File: config.mk
export PLATFORM = sky130hd
export DESIGN_NAME = mul_rr_arbiter_flat
export DESIGN_NICKNAME = d
export VERILOG_FILES = /design/src/rtl/mul_rr_arbiter_if.sv /design/src/rtl/mul_rr_arbiter.sv /design/src/flat_wrapper.sv
export SDC_FILE = /design/constraint.sdc
export NUM_CORES = 1
export LEC_CHECK = 0
export ABC_AREA = 1
export BUFFER_PORTS_ARGS = -buffer_cell sky130_fd_sc_hd__buf_2
export CORE_AREA = 2 2 92 94
export DETAILED_ROUTE_END_ITERATION = 8
export DIE_AREA = 0 0 94 96
export HOLD_SLACK_MARGIN = 0.05
export PLACE_DENSITY_LB_ADDON = 0.1
export SLEW_MARGIN = 5
export SYNTH_ARGS = -nofsm -noshare
export SYNTH_HDL_FRONTEND = slang
export SYNTH_SLANG_ARGS = --single-unit
File: constraint.sdc
create_clock -name clk -period 2.15 [get_ports clk]
set_input_delay 0.43 -clock clk [delete_from_list [all_inputs] [get_ports clk]]
set_output_delay 0.43 -clock clk [all_outputs]
set_load 0.02 [all_outputs]
File: src/rtl/mul_rr_arbiter_if.sv
// Requester-side bundle for the shared multiplier arbiter: operand handshake
// in, one-hot tagged product responses out.
interface mul_rr_arbiter_if #(
  parameter int N = 4
);
  logic [N-1:0]    req_valid;
  logic [16*N-1:0] req_a;
  logic [16*N-1:0] req_b;
  logic [N-1:0]    req_ready;
  logic [N-1:0]    resp_valid;
  logic [31:0]     resp_product;

  modport master (
    output req_valid, req_a, req_b,
    input  req_ready, resp_valid, resp_product
  );

  modport slave (
    input  req_valid, req_a, req_b,
    output req_ready, resp_valid, resp_product
  );
endinterface

File: src/rtl/mul_rr_arbiter.sv
// Round-robin front end sharing one external pipelined 16x16 signed multiplier
// among N requesters; a tag pipeline routes each product back to its issuer.
module mul_rr_arbiter #(
  parameter int N   = 4,
  parameter int LAT = 2,
  localparam int IW = (N > 1) ? $clog2(N) : 1
) (
  input  logic                clk,
  input  logic                rst,
  input  logic                en,
  mul_rr_arbiter_if.slave     bus,
  output logic signed [15:0]  mul_a,
  output logic signed [15:0]  mul_b,
  input  logic signed [31:0]  mul_product,
  output logic                busy
);

  // Returns {found, index} of the first set bit at or after p, wrapping mod N.
  function automatic logic [IW:0] rr_pick(input logic [N-1:0] v, input logic [IW-1:0] p);
    logic          found;
    logic [IW-1:0] g;
    int            j;
    found = 1'b0;
    g     = '0;
    for (int k = 0; k < N; k++) begin
      j = (int'(p) + k) % N;
      if (!found && v[j]) begin
        found = 1'b1;
        g     = IW'(j);
      end
    end
    return {found, g};
  endfunction

  logic [IW-1:0] r_ptr;
  logic [LAT-1:0] r_vld_p;
  logic [IW-1:0]  r_tag_p [LAT];

  logic [IW:0]   w_pick;
  logic          w_grant;
  logic [IW-1:0] w_gidx;

  // Issue stage: combinational grant and operand steering.
  always_comb begin
    w_pick        = rr_pick(bus.req_valid, r_ptr);
    w_grant       = en && !rst && w_pick[IW];
    w_gidx        = w_pick[IW-1:0];
    bus.req_ready = '0;
    mul_a         = '0;
    mul_b         = '0;
    if (w_grant) begin
      bus.req_ready[w_gidx] = 1'b1;
      mul_a = bus.req_a[16*w_gidx +: 16];
      mul_b = bus.req_b[16*w_gidx +: 16];
    end
  end

  // Control: pointer and valid pipeline, cleared by reset.
  always_ff @(posedge clk) begin
    if (rst) begin
      r_ptr   <= '0;
      r_vld_p <= '0;
    end else begin
      if (w_grant)
        r_ptr <= (w_gidx == IW'(N-1)) ? '0 : w_gidx + 1'b1;
      r_vld_p[0] <= w_grant;
      for (int s = 1; s < LAT; s++)
        r_vld_p[s] <= r_vld_p[s-1];
    end
  end

  // Tag stages p0..p(LAT-1): qualified by r_vld_p, so no reset needed.
  always_ff @(posedge clk) begin
    r_tag_p[0] <= w_gidx;
    for (int s = 1; s < LAT; s++)
      r_tag_p[s] <= r_tag_p[s-1];
  end

  // Response stage: product passes straight through under the last-stage valid.
  always_comb begin
    bus.resp_valid   = '0;
    bus.resp_product = '0;
    if (r_vld_p[LAT-1]) begin
      bus.resp_valid[r_tag_p[LAT-1]] = 1'b1;
      bus.resp_product               = mul_product;
    end
  end

  assign busy = |r_vld_p;

endmodule

File: src/flat_wrapper.sv
// flat-port wrapper written by rule: the top's interface ports become plain ports
module mul_rr_arbiter_flat 
#(
  parameter int N   = 4,
  parameter int LAT = 2,
  localparam int IW = (N > 1) ? $clog2(N) : 1
)
  (clk, rst, en, mul_a, mul_b, mul_product, busy, bus_req_valid, bus_req_a, bus_req_b, bus_req_ready, bus_resp_valid, bus_resp_product);
  mul_rr_arbiter_if #(.N(N)) bus_i ();
  input  logic clk;
  input  logic rst;
  input  logic en;
  output logic signed [15:0] mul_a;
  output logic signed [15:0] mul_b;
  input  logic signed [31:0] mul_product;
  output logic busy;
  input wire logic [$bits(bus_i.req_valid)-1:0] bus_req_valid;
  input wire logic [$bits(bus_i.req_a)-1:0] bus_req_a;
  input wire logic [$bits(bus_i.req_b)-1:0] bus_req_b;
  output wire logic [$bits(bus_i.req_ready)-1:0] bus_req_ready;
  output wire logic [$bits(bus_i.resp_valid)-1:0] bus_resp_valid;
  output wire logic [$bits(bus_i.resp_product)-1:0] bus_resp_product;
  assign bus_i.req_valid = bus_req_valid;
  assign bus_i.req_a = bus_req_a;
  assign bus_i.req_b = bus_req_b;
  assign bus_req_ready = bus_i.req_ready;
  assign bus_resp_valid = bus_i.resp_valid;
  assign bus_resp_product = bus_i.resp_product;
  mul_rr_arbiter #(.N(N), .LAT(LAT)) u_core (.clk(clk), .rst(rst), .en(en), .bus(bus_i), .mul_a(mul_a), .mul_b(mul_b), .mul_product(mul_product), .busy(busy));
endmodule
==> impl_metrics.env, run 1 <==
export IMPL_num_rows=33
export IMPL_clockBufferDepth=2
export IMPL_slowest_stage="dfxtp_4"
export IMPL_antenna_left=0
export IMPL_clock_skew_ns=0.000233
export IMPL_yosys_cell_types_count=21
export IMPL_ir_drop_v=0.000310
export IMPL_area_growth_pct=115
export IMPL_clock_latency_ns=0.23
export IMPL_status="finished with violations"
export IMPL_cap_violations=0
export IMPL_num_vias=3990
export IMPL_gp_congestion=0.832
export IMPL_syn_area_per_cell_um2=4.86
export IMPL_postRouteWirelength_mm=11.5
export IMPL_cts_htree_levels=1
export IMPL_cts_hold_buffers_added=0
export IMPL_cpPeakStageDelay_ns=0.39
export IMPL_rsz0062_at_grt="yes"
export IMPL_p_per_area_mw_per_mm2=775
export IMPL_crit_path_max_fanout=9
export IMPL_final_util_pct=59.4
export IMPL_fin_nets=883
export IMPL_fp_dieW_um=94
export IMPL_grt_pass1_wl_mm=15.6
export IMPL_ys_ff_latch=8
export IMPL_tightest_slew_ns=0.394
export IMPL_grt_use_total_pct=21.2
export IMPL_timing_final_crit_share_pct=126
export IMPL_clk_pin_slew_ns=0.04
export IMPL_firstDrtPassIters=4
export IMPL_ys_warn_count=0
export IMPL_grt_pass1_vias=3364
export IMPL_grt_max_degree=34
export IMPL_avgViaCountPerCell=4.87
export IMPL_antenna_found_initial=0
export IMPL_end_kind="output pin"
export IMPL_drtIter0Drc=126
export IMPL_hold_viol_final=0
export IMPL_violations="setup timing"
export IMPL_grt_overflow_total=0
export IMPL_drc=0
export IMPL_antenna_cells=0
export IMPL_slew_viol_final=0
export IMPL_worstHoldPathType="reg2reg"
export IMPL_period_minus_slack_ns=2.72
export IMPL_setup_viol=36
export IMPL_design_area_mm2=0.00478
export IMPL_syn_nets=625
export IMPL_cts_tree="done"
export IMPL_leakagePower_nw=2.86
export IMPL_slew_headroom_pct=73.6
export IMPL_max_clock_freq_ghz=0.368
export IMPL_port_buffers=239
export IMPL_seq_area_frac_synth_pct=7.19
export IMPL_start_util_pct=27.7
export IMPL_hpwl_mm=7.94
export IMPL_wl_per_cell_um=14.0
export IMPL_worstPathRequired_ns=1.72
export IMPL_netlist_instances=458
export IMPL_setup_slack_ns=-0.569
export IMPL_core_mm2=0.00805
export IMPL_cp_arrival_ns=2.29
export IMPL_die_h_um=96
export IMPL_post_dp_cell_area_mm2=0.00382
export IMPL_numCtsBuffers=3
export IMPL_cts_sinks=8
export IMPL_worstPathCellList="buf_6 -> nand2_1 -> nand2_2 -> nand2_1 -> nand2_2 -> nand2_2 -> nand2_4 -> nor2_4 -> buf_6 -> a21oi_4 -> buf_12 -> clkbuf_16 -> nand3_1 -> nand2_1 -> nor2_2 -> nor2_2 -> buf_6"
export IMPL_dieArea_mm2=0.00902
export IMPL_io_pins=240
export IMPL_start_kind="register"
export IMPL_syn_area_mm2=0.00223
export IMPL_drive_gt1_share_pct=58.7
export IMPL_critPathKind="reg2out"
export IMPL_clockRootBuffer="clkbuf_8"
## layout make-up
type | count | area [um^2]
inverter | 50 | 198
clock buffer | 3 | 41.3
tap | 105 | 131
sequential | 8 | 165
multi-input combinational | 363 | 2060
timing repair buffer | 290 | 2190
fill | 794 | 3270
## state kept, by name (all words and copies together), names as in the netlist
signal	count
u_core.r_ptr	2
u_core.r_tag_p	4
u_core.r_vld_p	2
## stage by stage
step / hold WS, ns / TNS (ns) / total power, mW / cells / setup slack [ns]
after global routing: 0.333 / -21.53 / 3.96 / 819 / -0.645
after global placement: 0.313 / -10.24 / 2.47 / 797 / -0.359
after floorplan: 0.310 / -1.67 / 1.76 / 458 / -0.0680
final: 0.322 / -18.16 / 3.70 / 819 / -0.569
after CTS: 0.322 / -17.84 / 3.01 / 807 / -0.527
after detailed placement: 0.312 / -11.56 / 2.50 / 797 / -0.368
## worst paths after layout
kind / startpoint / to / slack, ns / cells past startpoint
max: u_core.r_ptr[0]$_SDFFE_PP0P_ / mul_a[4] / -0.57 / 17
min: u_core.r_tag_p[0][1]$_DFF_P_ / u_core.r_tag_p[0][3]$_DFF_P_ / 0.32 / 0
max reg2reg: u_core.r_ptr[0]$_SDFFE_PP0P_ / u_core.r_ptr[1]$_SDFFE_PP0P_ / 0.11 / 16
min reg2reg: u_core.r_tag_p[0][1]$_DFF_P_ / u_core.r_tag_p[0][3]$_DFF_P_ / 0.32 / 0
## what timing repair did
item / in CTS / in global routing
endpoints found under the setup margin: 36 / 37
setup buffers: 4 / 3
gates cloned: 3 / 9
pin swaps: 11 / 43
gates resized for setup: 54 / 112
## cells in the mapped netlist
library cell / count / share of area [%]
a21oi_1: 1 / 0.22
a21oi_4: 1 / 0.73
buf_1: 2 / 0.34
buf_2: 8 / 1.8
buf_4: 5 / 1.7
buf_6: 8 / 4.0
clkbuf_1: 15 / 2.5
dfxtp_1: 8 / 7.2
inv_1: 45 / 7.6
inv_2: 5 / 0.84
nand2_1: 135 / 23
nand2_2: 6 / 1.7
nand2_4: 1 / 0.51
nand3_1: 102 / 23
nand3_4: 1 / 0.79
nand4_1: 34 / 9.6
nor2_1: 70 / 12
nor2_4: 2 / 1.0
nor3_1: 6 / 1.3
o21ai_0: 1 / 0.22
o21ai_1: 2 / 0.45
## cells in the final DEF, fill, tap and decap left out
cell type and count:
a21oi_1 1, a21oi_4 1, buf_12 15, buf_16 3
buf_2 204, buf_4 22, buf_6 38, buf_8 1
clkbuf_16 7, clkbuf_8 3, dfxtp_1 6, dfxtp_2 1
dfxtp_4 1, inv_1 42, inv_2 6, inv_4 1
inv_8 1, nand2_1 112, nand2_2 21, nand2_4 7
nand2_8 3, nand3_1 81, nand3_2 20, nand3_4 2
nand4_1 34, nor2_1 12, nor2_2 58, nor2_4 2
nor3_1 4, nor3_2 1, nor3_4 1, o21ai_0 1
o21ai_1 2
## critical path: cells and delay by family (launching register included)
family	cells	cell delay, ns
AO/OA/AOI/OAI	1	0.16
buffers and inverters	5	0.68
flip-flops	1	0.39
AND/OR/NAND/NOR	11	0.82
## routing by layer
layer,routed length [um],vias to the layer above,global-route usage [%],part of all wire (%)
met5,0,-,0,0
met4,144,0,5.56,1.3
met3,918,11,3.21,8.0
met1,4480,1804,25.8,39
met2,5910,183,38.8,52
li1,-,1992,-,-
## report_power, final
group          total, mW  switching [mW]  internal [mW]
Sequential         0.210          0.0254          0.184
Clock              0.185          0.0635          0.122
Combinational       3.31            1.76           1.55
## logic make-up after synthesis
logic type	count (synthesis)	synth area share [%]
compound gates	5	1.63
flops	8	7.19
buf+inv	88	18.8
simple gates	357	72.4
Power figures use the tool's default switching activity.
==> inputs of run 2 (changes only) <==
--- a/config.mk
+++ b/config.mk
@@ -5,11 +5,10 @@
 export SDC_FILE = /design/constraint.sdc
 export NUM_CORES = 1
 export LEC_CHECK = 0
-export ABC_AREA = 1
 export BUFFER_PORTS_ARGS = -buffer_cell sky130_fd_sc_hd__buf_2
-export CORE_AREA = 2 2 92 94
+export CORE_AREA = 2 2 93 95
 export DETAILED_ROUTE_END_ITERATION = 8
-export DIE_AREA = 0 0 94 96
+export DIE_AREA = 0 0 95 97
 export HOLD_SLACK_MARGIN = 0.05
 export PLACE_DENSITY_LB_ADDON = 0.1
 export SLEW_MARGIN = 5
==> impl_metrics.env, run 2 <==
export IMPL_drtIter0Drc=57
export IMPL_p_per_area_mw_per_mm2=318
export IMPL_top_regs="u_core.r_tag_p (4), u_core.r_ptr (2), u_core.r_vld_p (2)"
export IMPL_start_kind="register"
export IMPL_cts_tree="done"
export IMPL_slew_headroom_pct=73.1
export IMPL_num_vias=3030
export IMPL_cp_arrival_ns=2.04
export IMPL_netlist_top_cells_count="38 x nor2_1, 34 x inv_1, 33 x nand2_1"
export IMPL_cp_startpoint="u_core.r_ptr[0]$_SDFFE_PP0P_"
export IMPL_final_common_cell="buf_2"
export IMPL_synth_area_leader_cell="a221o_1"
export IMPL_cts_htree_levels=1
export IMPL_core_mm2=0.00813
export IMPL_clock_latency_ns=0.22
export IMPL_syn_nets=435
export IMPL_die_h_um=97
export IMPL_antenna_found_initial=0
export IMPL_yosys_cell_types_count=36
export IMPL_r2r_start="u_core.r_ptr[0]$_SDFFE_PP0P_"
export IMPL_end_kind="output pin"
export IMPL_clockRootBuffer="clkbuf_8"
export IMPL_drc=0
export IMPL_fin_nets=696
export IMPL_slew_viol_final=0
export IMPL_grt_use_met2_pct=35.5
export IMPL_tightest_slew_ns=0.401
export IMPL_num_rows=33
export IMPL_port_buffers=239
export IMPL_antenna_cells=0
export IMPL_synth_async_reset_ratio_pct=0
export IMPL_synth_flop_cell="dfxtp_1"
export IMPL_clock_skew_ns=0.00159
export IMPL_design_area_mm2=0.00383
export IMPL_period_minus_slack_ns=2.47
export IMPL_rsz0062_at_grt="yes"
export IMPL_grt_pass1_wl_mm=13.5
export IMPL_ir_drop_v=0.000152
export IMPL_numCtsBuffers=3
export IMPL_antenna_left=0
export IMPL_status="finished with violations"
export IMPL_syn_area_mm2=0.00182
export IMPL_fp_dieW_um=95
export IMPL_violations="setup timing"
export IMPL_hpwl_mm=7.18
export IMPL_worstHoldPathType="reg2reg"
export IMPL_holdPathEnd="u_core.r_tag_p[0][2]$_DFF_P_"
export IMPL_hold_viol_final=0
export IMPL_worstPathRequired_ns=1.72
export IMPL_final_util_pct=47.1
export IMPL_critPathKind="reg2out"
export IMPL_cts_sinks=8
export IMPL_grt_busiest_layer="met2"
export IMPL_leakagePower_nw=2.10
export IMPL_io_pins=240
export IMPL_postRouteWirelength_mm=9.44
export IMPL_whs_path_depth=0
export IMPL_yosysMostFrequentCell="nor2_1"
export IMPL_clockBufferDepth=2
export IMPL_r2r_end="u_core.r_ptr[1]$_SDFFE_PP0P_"
export IMPL_wl_per_cell_um=14.9
export IMPL_ys_ff_latch=8
export IMPL_yosys_top_cells_area="a221o_1 18%, o32a_1 18%, and2_1 11%"
export IMPL_netlist_instances=268
export IMPL_firstDrtPassIters=4
export IMPL_max_clock_freq_ghz=0.405
export IMPL_largest_register="u_core.r_tag_p"
export IMPL_synth_edf_count=0
export IMPL_post_dp_cell_area_mm2=0.00328
export IMPL_grtUsageMet1_pct=19.9
export IMPL_grt_util_met3_pct=2.10
export IMPL_setup_slack_ns=-0.318
export IMPL_grt_pass1_vias=2887
export IMPL_timing_final_crit_share_pct=115
export IMPL_grt_use_total_pct=17.8
export IMPL_synth_top_area_share_pct=17.6
export IMPL_crit_path_max_fanout=6
export IMPL_cap_violations=0
export IMPL_reg2reg_slack_ns=0.45
export IMPL_drive_gt1_share_pct=57.3
export IMPL_avgViaCountPerCell=4.79
export IMPL_cts_hold_buffers_added=0
export IMPL_setup_viol=33
export IMPL_dieArea_mm2=0.00922
export IMPL_hold_start="u_core.r_tag_p[0][0]$_DFF_P_"
export IMPL_grt_max_degree=27
export IMPL_reg2regPathDepth=6
export IMPL_ys_warn_count=0
export IMPL_start_util_pct=22.3
export IMPL_area_growth_pct=111
export IMPL_gp_congestion=0.830
export IMPL_seq_area_frac_synth_pct=8.82
export IMPL_grt_overflow_total=0
export IMPL_clk_pin_slew_ns=0.04
export IMPL_layout_common_cells="201 x buf_2, 38 x buf_6, 36 x nor2_1, 34 x inv_1, 33 x nand2_1"
export IMPL_syn_area_per_cell_um2=6.77
export IMPL_largest_reg_flops=4
==> run 2: cell types whose count changed after synthesis, sizes merged, moves of 3 or more <==
cell | previous run | this run
a221o | 0 | 32
and2 | 0 | 32
buf | 23 | 18
clkbuf | 15 | 10
inv | 50 | 35
nand2 | 142 | 33
nand2b | 0 | 4
nand3 | 103 | 0
nand4 | 34 | 0
nor2 | 72 | 39
nor3 | 6 | 3
o32a | 0 | 32
==> run 2: layer usage <==
layer,vias up,wire [um]
met5,-,0
met1,1385,3540
li1,1493,-
met4,0,82
met2,144,5130
met3,8,687
==> run 2: where the power goes <==
group	switching [mW]	internal (mW)
logic	0.398	0.471
registers	0.0136	0.164
clock network	0.0510	0.121
total	0.462	0.756
==> run 2: metrics by stage <==
| step | hold slack (ns) | worst slack (ns) | setup TNS (ns) | std cells | power, mW |
|---|---|---|---|---|---|
| 3_3_place_gp | 0.313 | -0.259 | -6.92 | 614 | 0.900 |
| 6_report | 0.321 | -0.318 | -9.19 | 632 | 1.22 |
| 4_1_cts | 0.325 | -0.217 | -6.49 | 617 | 1.11 |
| 2_1_floorplan | 0.310 | -0.0234 | -0.320 | 268 | 0.567 |
| 5_1_grt | 0.331 | -0.358 | -11.04 | 632 | 1.30 |
| 3_5_place_dp | 0.319 | -0.254 | -7.08 | 614 | 0.905 |
==> run 2: layout make-up <==
type	count	area (um^2)
clock buffer	3	41.3
sequential	8	165
inverter	35	131
tap	105	131
multi-input combinational	197	1380
timing repair buffer	284	1980
fill	822	4310
==> run 2: cells by family (layout without fill, tap and decap cells) <==
logic type	after synthesis	after routing	synth area share [%]
buffers and inverters	63	322	17.5
AO/OA/AOI/OAI	78	78	41.4
flip-flops	8	8	8.82
AND/OR/NAND/NOR	119	119	32.3
==> run 2: critical path: stages, from the launching register on <==
cell	delay [ns]
dfxtp_2	0.32
buf_6	0.13
o221a_1	0.26
o22a_1	0.24
nor3_4	0.25
buf_12	0.17
clkbuf_16	0.15
a221o_1	0.17
buf_6	0.13
==> run 2: worst max-delay path by stage <==
stage	to	slack (ns)	cells past startpoint
6_report	mul_a[2]	-0.32	8
3_5_place_dp	mul_a[1]	-0.25	7
2_1_floorplan	mul_b[10]	-0.02	7
4_1_cts	mul_a[8]	-0.22	7
5_1_grt	mul_a[4]	-0.36	8
3_3_place_gp	mul_a[1]	-0.26	7
==> run 2: what timing repair did <==
action / CTS / global route
pin swaps: 0 / 14
cloned: 0 / 7
endpoints found under the setup margin: 34 / 34
resized for setup: 29 / 59
buffers inserted: 0 / 8
==> inputs of run 3 (changes only) <==
--- a/config.mk
+++ b/config.mk
@@ -11,6 +11,7 @@
 export DIE_AREA = 0 0 95 97
 export HOLD_SLACK_MARGIN = 0.05
 export PLACE_DENSITY_LB_ADDON = 0.1
+export REMOVE_ABC_BUFFERS = 1
 export SLEW_MARGIN = 5
 export SYNTH_ARGS = -nofsm -noshare
 export SYNTH_HDL_FRONTEND = slang
==> impl_metrics.env, run 3 (synthesis results as in run 2) <==
export IMPL_avgViaCountPerCell=4.78
export IMPL_cts_htree_levels=1
export IMPL_max_clock_freq_ghz=0.419
export IMPL_worstHoldPathType="reg2reg"
export IMPL_power_frac_comb_pct=70.1
export IMPL_layout_common_cells="208 x buf_2, 45 x buf_4, 34 x nor2_1, 34 x inv_1, 33 x nand2_1"
export IMPL_grt_use_total_pct=19.0
export IMPL_cp_arrival_ns=1.96
export IMPL_io_pins=240
export IMPL_r2r_start="u_core.r_ptr[0]$_SDFFE_PP0P_"
export IMPL_period_minus_slack_ns=2.39
export IMPL_slew_headroom_pct=80.4
export IMPL_grt_overflow_total=0
export IMPL_wl_per_cell_um=15.4
export IMPL_wl_met2_mm=5.20
export IMPL_worstPathCellList="and2b_2 -> nor3_1 -> o22a_1 -> nor3_4 -> buf_12 -> a221o_1 -> buf_4"
export IMPL_firstDrtPassIters=4
export IMPL_num_rows=33
export IMPL_postRouteWirelength_mm=9.66
export IMPL_place_ws_ns=-0.396
export IMPL_tightest_slew_ns=0.293
export IMPL_antenna_left=0
export IMPL_hold_viol_final=0
export IMPL_hold_start="u_core.r_tag_p[0][1]$_DFF_P_"
export IMPL_setup_slack_ns=-0.237
export IMPL_end_kind="output pin"
export IMPL_final_common_cell="buf_2"
export IMPL_grt_pass1_wl_mm=14.0
export IMPL_cts_sinks=8
export IMPL_fin_tns_setup_ns=-7.18
export IMPL_clock_power_share_pct=14.9
export IMPL_top_regs="u_core.r_tag_p (4), u_core.r_ptr (2), u_core.r_vld_p (2)"
export IMPL_antenna_found_initial=0
export IMPL_switchingPower_mw=0.461
export IMPL_largest_reg_flops=4
export IMPL_core_mm2=0.00813
export IMPL_crit_family="compound AO/OA/AOI/OAI gates"
export IMPL_setup_viol=33
export IMPL_area_growth_pct=97.7
export IMPL_cap_violations=0
export IMPL_whs_path_depth=0
export IMPL_crit_path_max_fanout=24
export IMPL_ir_drop_v=0.000122
export IMPL_clock_skew_ns=0.00142
export IMPL_timing_final_crit_share_pct=111
export IMPL_dieArea_mm2=0.00922
export IMPL_antenna_cells=0
export IMPL_largest_register="u_core.r_tag_p"
export IMPL_numCtsBuffers=3
export IMPL_grt_max_degree=37
export IMPL_drtIter0Drc=71
export IMPL_start_util_pct=22.3
export IMPL_clockRootBuffer="clkbuf_8"
export IMPL_reg2regPathDepth=7
export IMPL_fp_dieW_um=95
export IMPL_drc=0
export IMPL_holdPathEnd="u_core.r_tag_p[0][3]$_DFF_P_"
export IMPL_seq_power_share_pct=15.0
export IMPL_clockBufferDepth=2
export IMPL_cp_num_buf_inv=2
export IMPL_p_per_area_mw_per_mm2=327
export IMPL_power_internal_mw=0.712
export IMPL_wl_met1_mm=3.39
export IMPL_grt_pass1_vias=2829
export IMPL_violations="setup timing"
export IMPL_cpPeakStageDelay_ns=0.36
export IMPL_cts_tree="done"
export IMPL_post_dp_cell_area_mm2=0.00324
export IMPL_top_layer="met4"
export IMPL_slowest_stage="dfxtp_4"
export IMPL_fin_nets=689
export IMPL_design_area_mm2=0.00359
export IMPL_leakagePower_nw=2.02
export IMPL_slew_viol_final=0
export IMPL_clock_latency_ns=0.22
export IMPL_rsz0062_at_grt="yes"
export IMPL_drive_gt1_share_pct=56.9
export IMPL_port_buffers=239
export IMPL_gp_congestion=0.735
export IMPL_reg2reg_slack_ns=0.32
export IMPL_die_h_um=97
export IMPL_start_kind="register"
export IMPL_switching_share_pct=39.3
export IMPL_hpwl_mm=7.52
export IMPL_num_vias=2986
export IMPL_routed_wl_met3_um=986
export IMPL_status="finished with violations"
export IMPL_critPathKind="reg2out"
export IMPL_worstPathRequired_ns=1.72
export IMPL_clk_pin_slew_ns=0.04
export IMPL_r2r_end="u_core.r_ptr[1]$_SDFFE_PP0P_"
[run 3: cell count changes in the layout (fill, tap and decap cells not counted), sizes merged]
| cell | delta |
|---|---|
| nor2 | +2 |
| clkbuf | -6 |
| buf | -3 |
[run 3: what timing repair did]
item | in CTS | in global routing
setup buffers | 4 | 3
pin swaps | 5 | 4
gates resized for setup | 42 | 22
endpoints found under the setup margin | 35 | 35
hold buffers | 0 | 0
cloned | 2 | 1
[run 3: how the worst max path moves through the flow]
stage / startpoint / to / slack, ns / cells after the start
after floorplan: bus_req_valid[2] / mul_a[0] / -0.58 / 5
after global placement: bus_req_valid[2] / mul_a[15] / -0.34 / 6
after detailed placement: bus_req_valid[2] / mul_b[2] / -0.40 / 6
after CTS: u_core.r_ptr[0]$_SDFFE_PP0P_ / mul_a[5] / -0.22 / 7
after global routing: u_core.r_ptr[0]$_SDFFE_PP0P_ / mul_a[2] / -0.31 / 7
final: u_core.r_ptr[0]$_SDFFE_PP0P_ / mul_a[14] / -0.24 / 7
[run 3: stage by stage]
step | util, % | std cells | total power, mW | hold slack (ns)
2_1_floorplan | - | 240 | 0.519 | 0.310
4_1_cts | 42.8 | 621 | 1.16 | 0.324
5_1_grt | 44.1 | 625 | 1.26 | 0.332
3_5_place_dp | 39.8 | 612 | 0.899 | 0.315
6_report | 44.1 | 625 | 1.17 | 0.325
3_3_place_gp | 39.8 | 612 | 0.896 | 0.314
[run 3: routing by layer]
| layer | up-vias | track usage (%) |
|---|---|---|
| met5 | - | 0 |
| met4 | 0 | 3.12 |
| met3 | 8 | 4.13 |
| met2 | 158 | 38.7 |
| met1 | 1342 | 19.3 |
| li1 | 1478 | - |
[run 3: layout make-up]
type                            instances  area [um^2]
Sequential cell                         8          165
Tap cell                              105          131
Clock buffer                            3         41.3
Fill cell                             880         4550
Timing Repair Buffer                  275         1710
Multi-Input combinational cell        199         1410
Inverter                               35          131
[run 3: power groups by stage]
stage,clock [mW],combinational (mW),sequential [mW]
4_1_cts,0.182,0.799,0.176
2_1_floorplan,0,0.340,0.179
5_1_grt,0.192,0.888,0.178
3_3_place_gp,0,0.718,0.178
3_5_place_dp,0,0.720,0.179
6_report,0.175,0.822,0.177
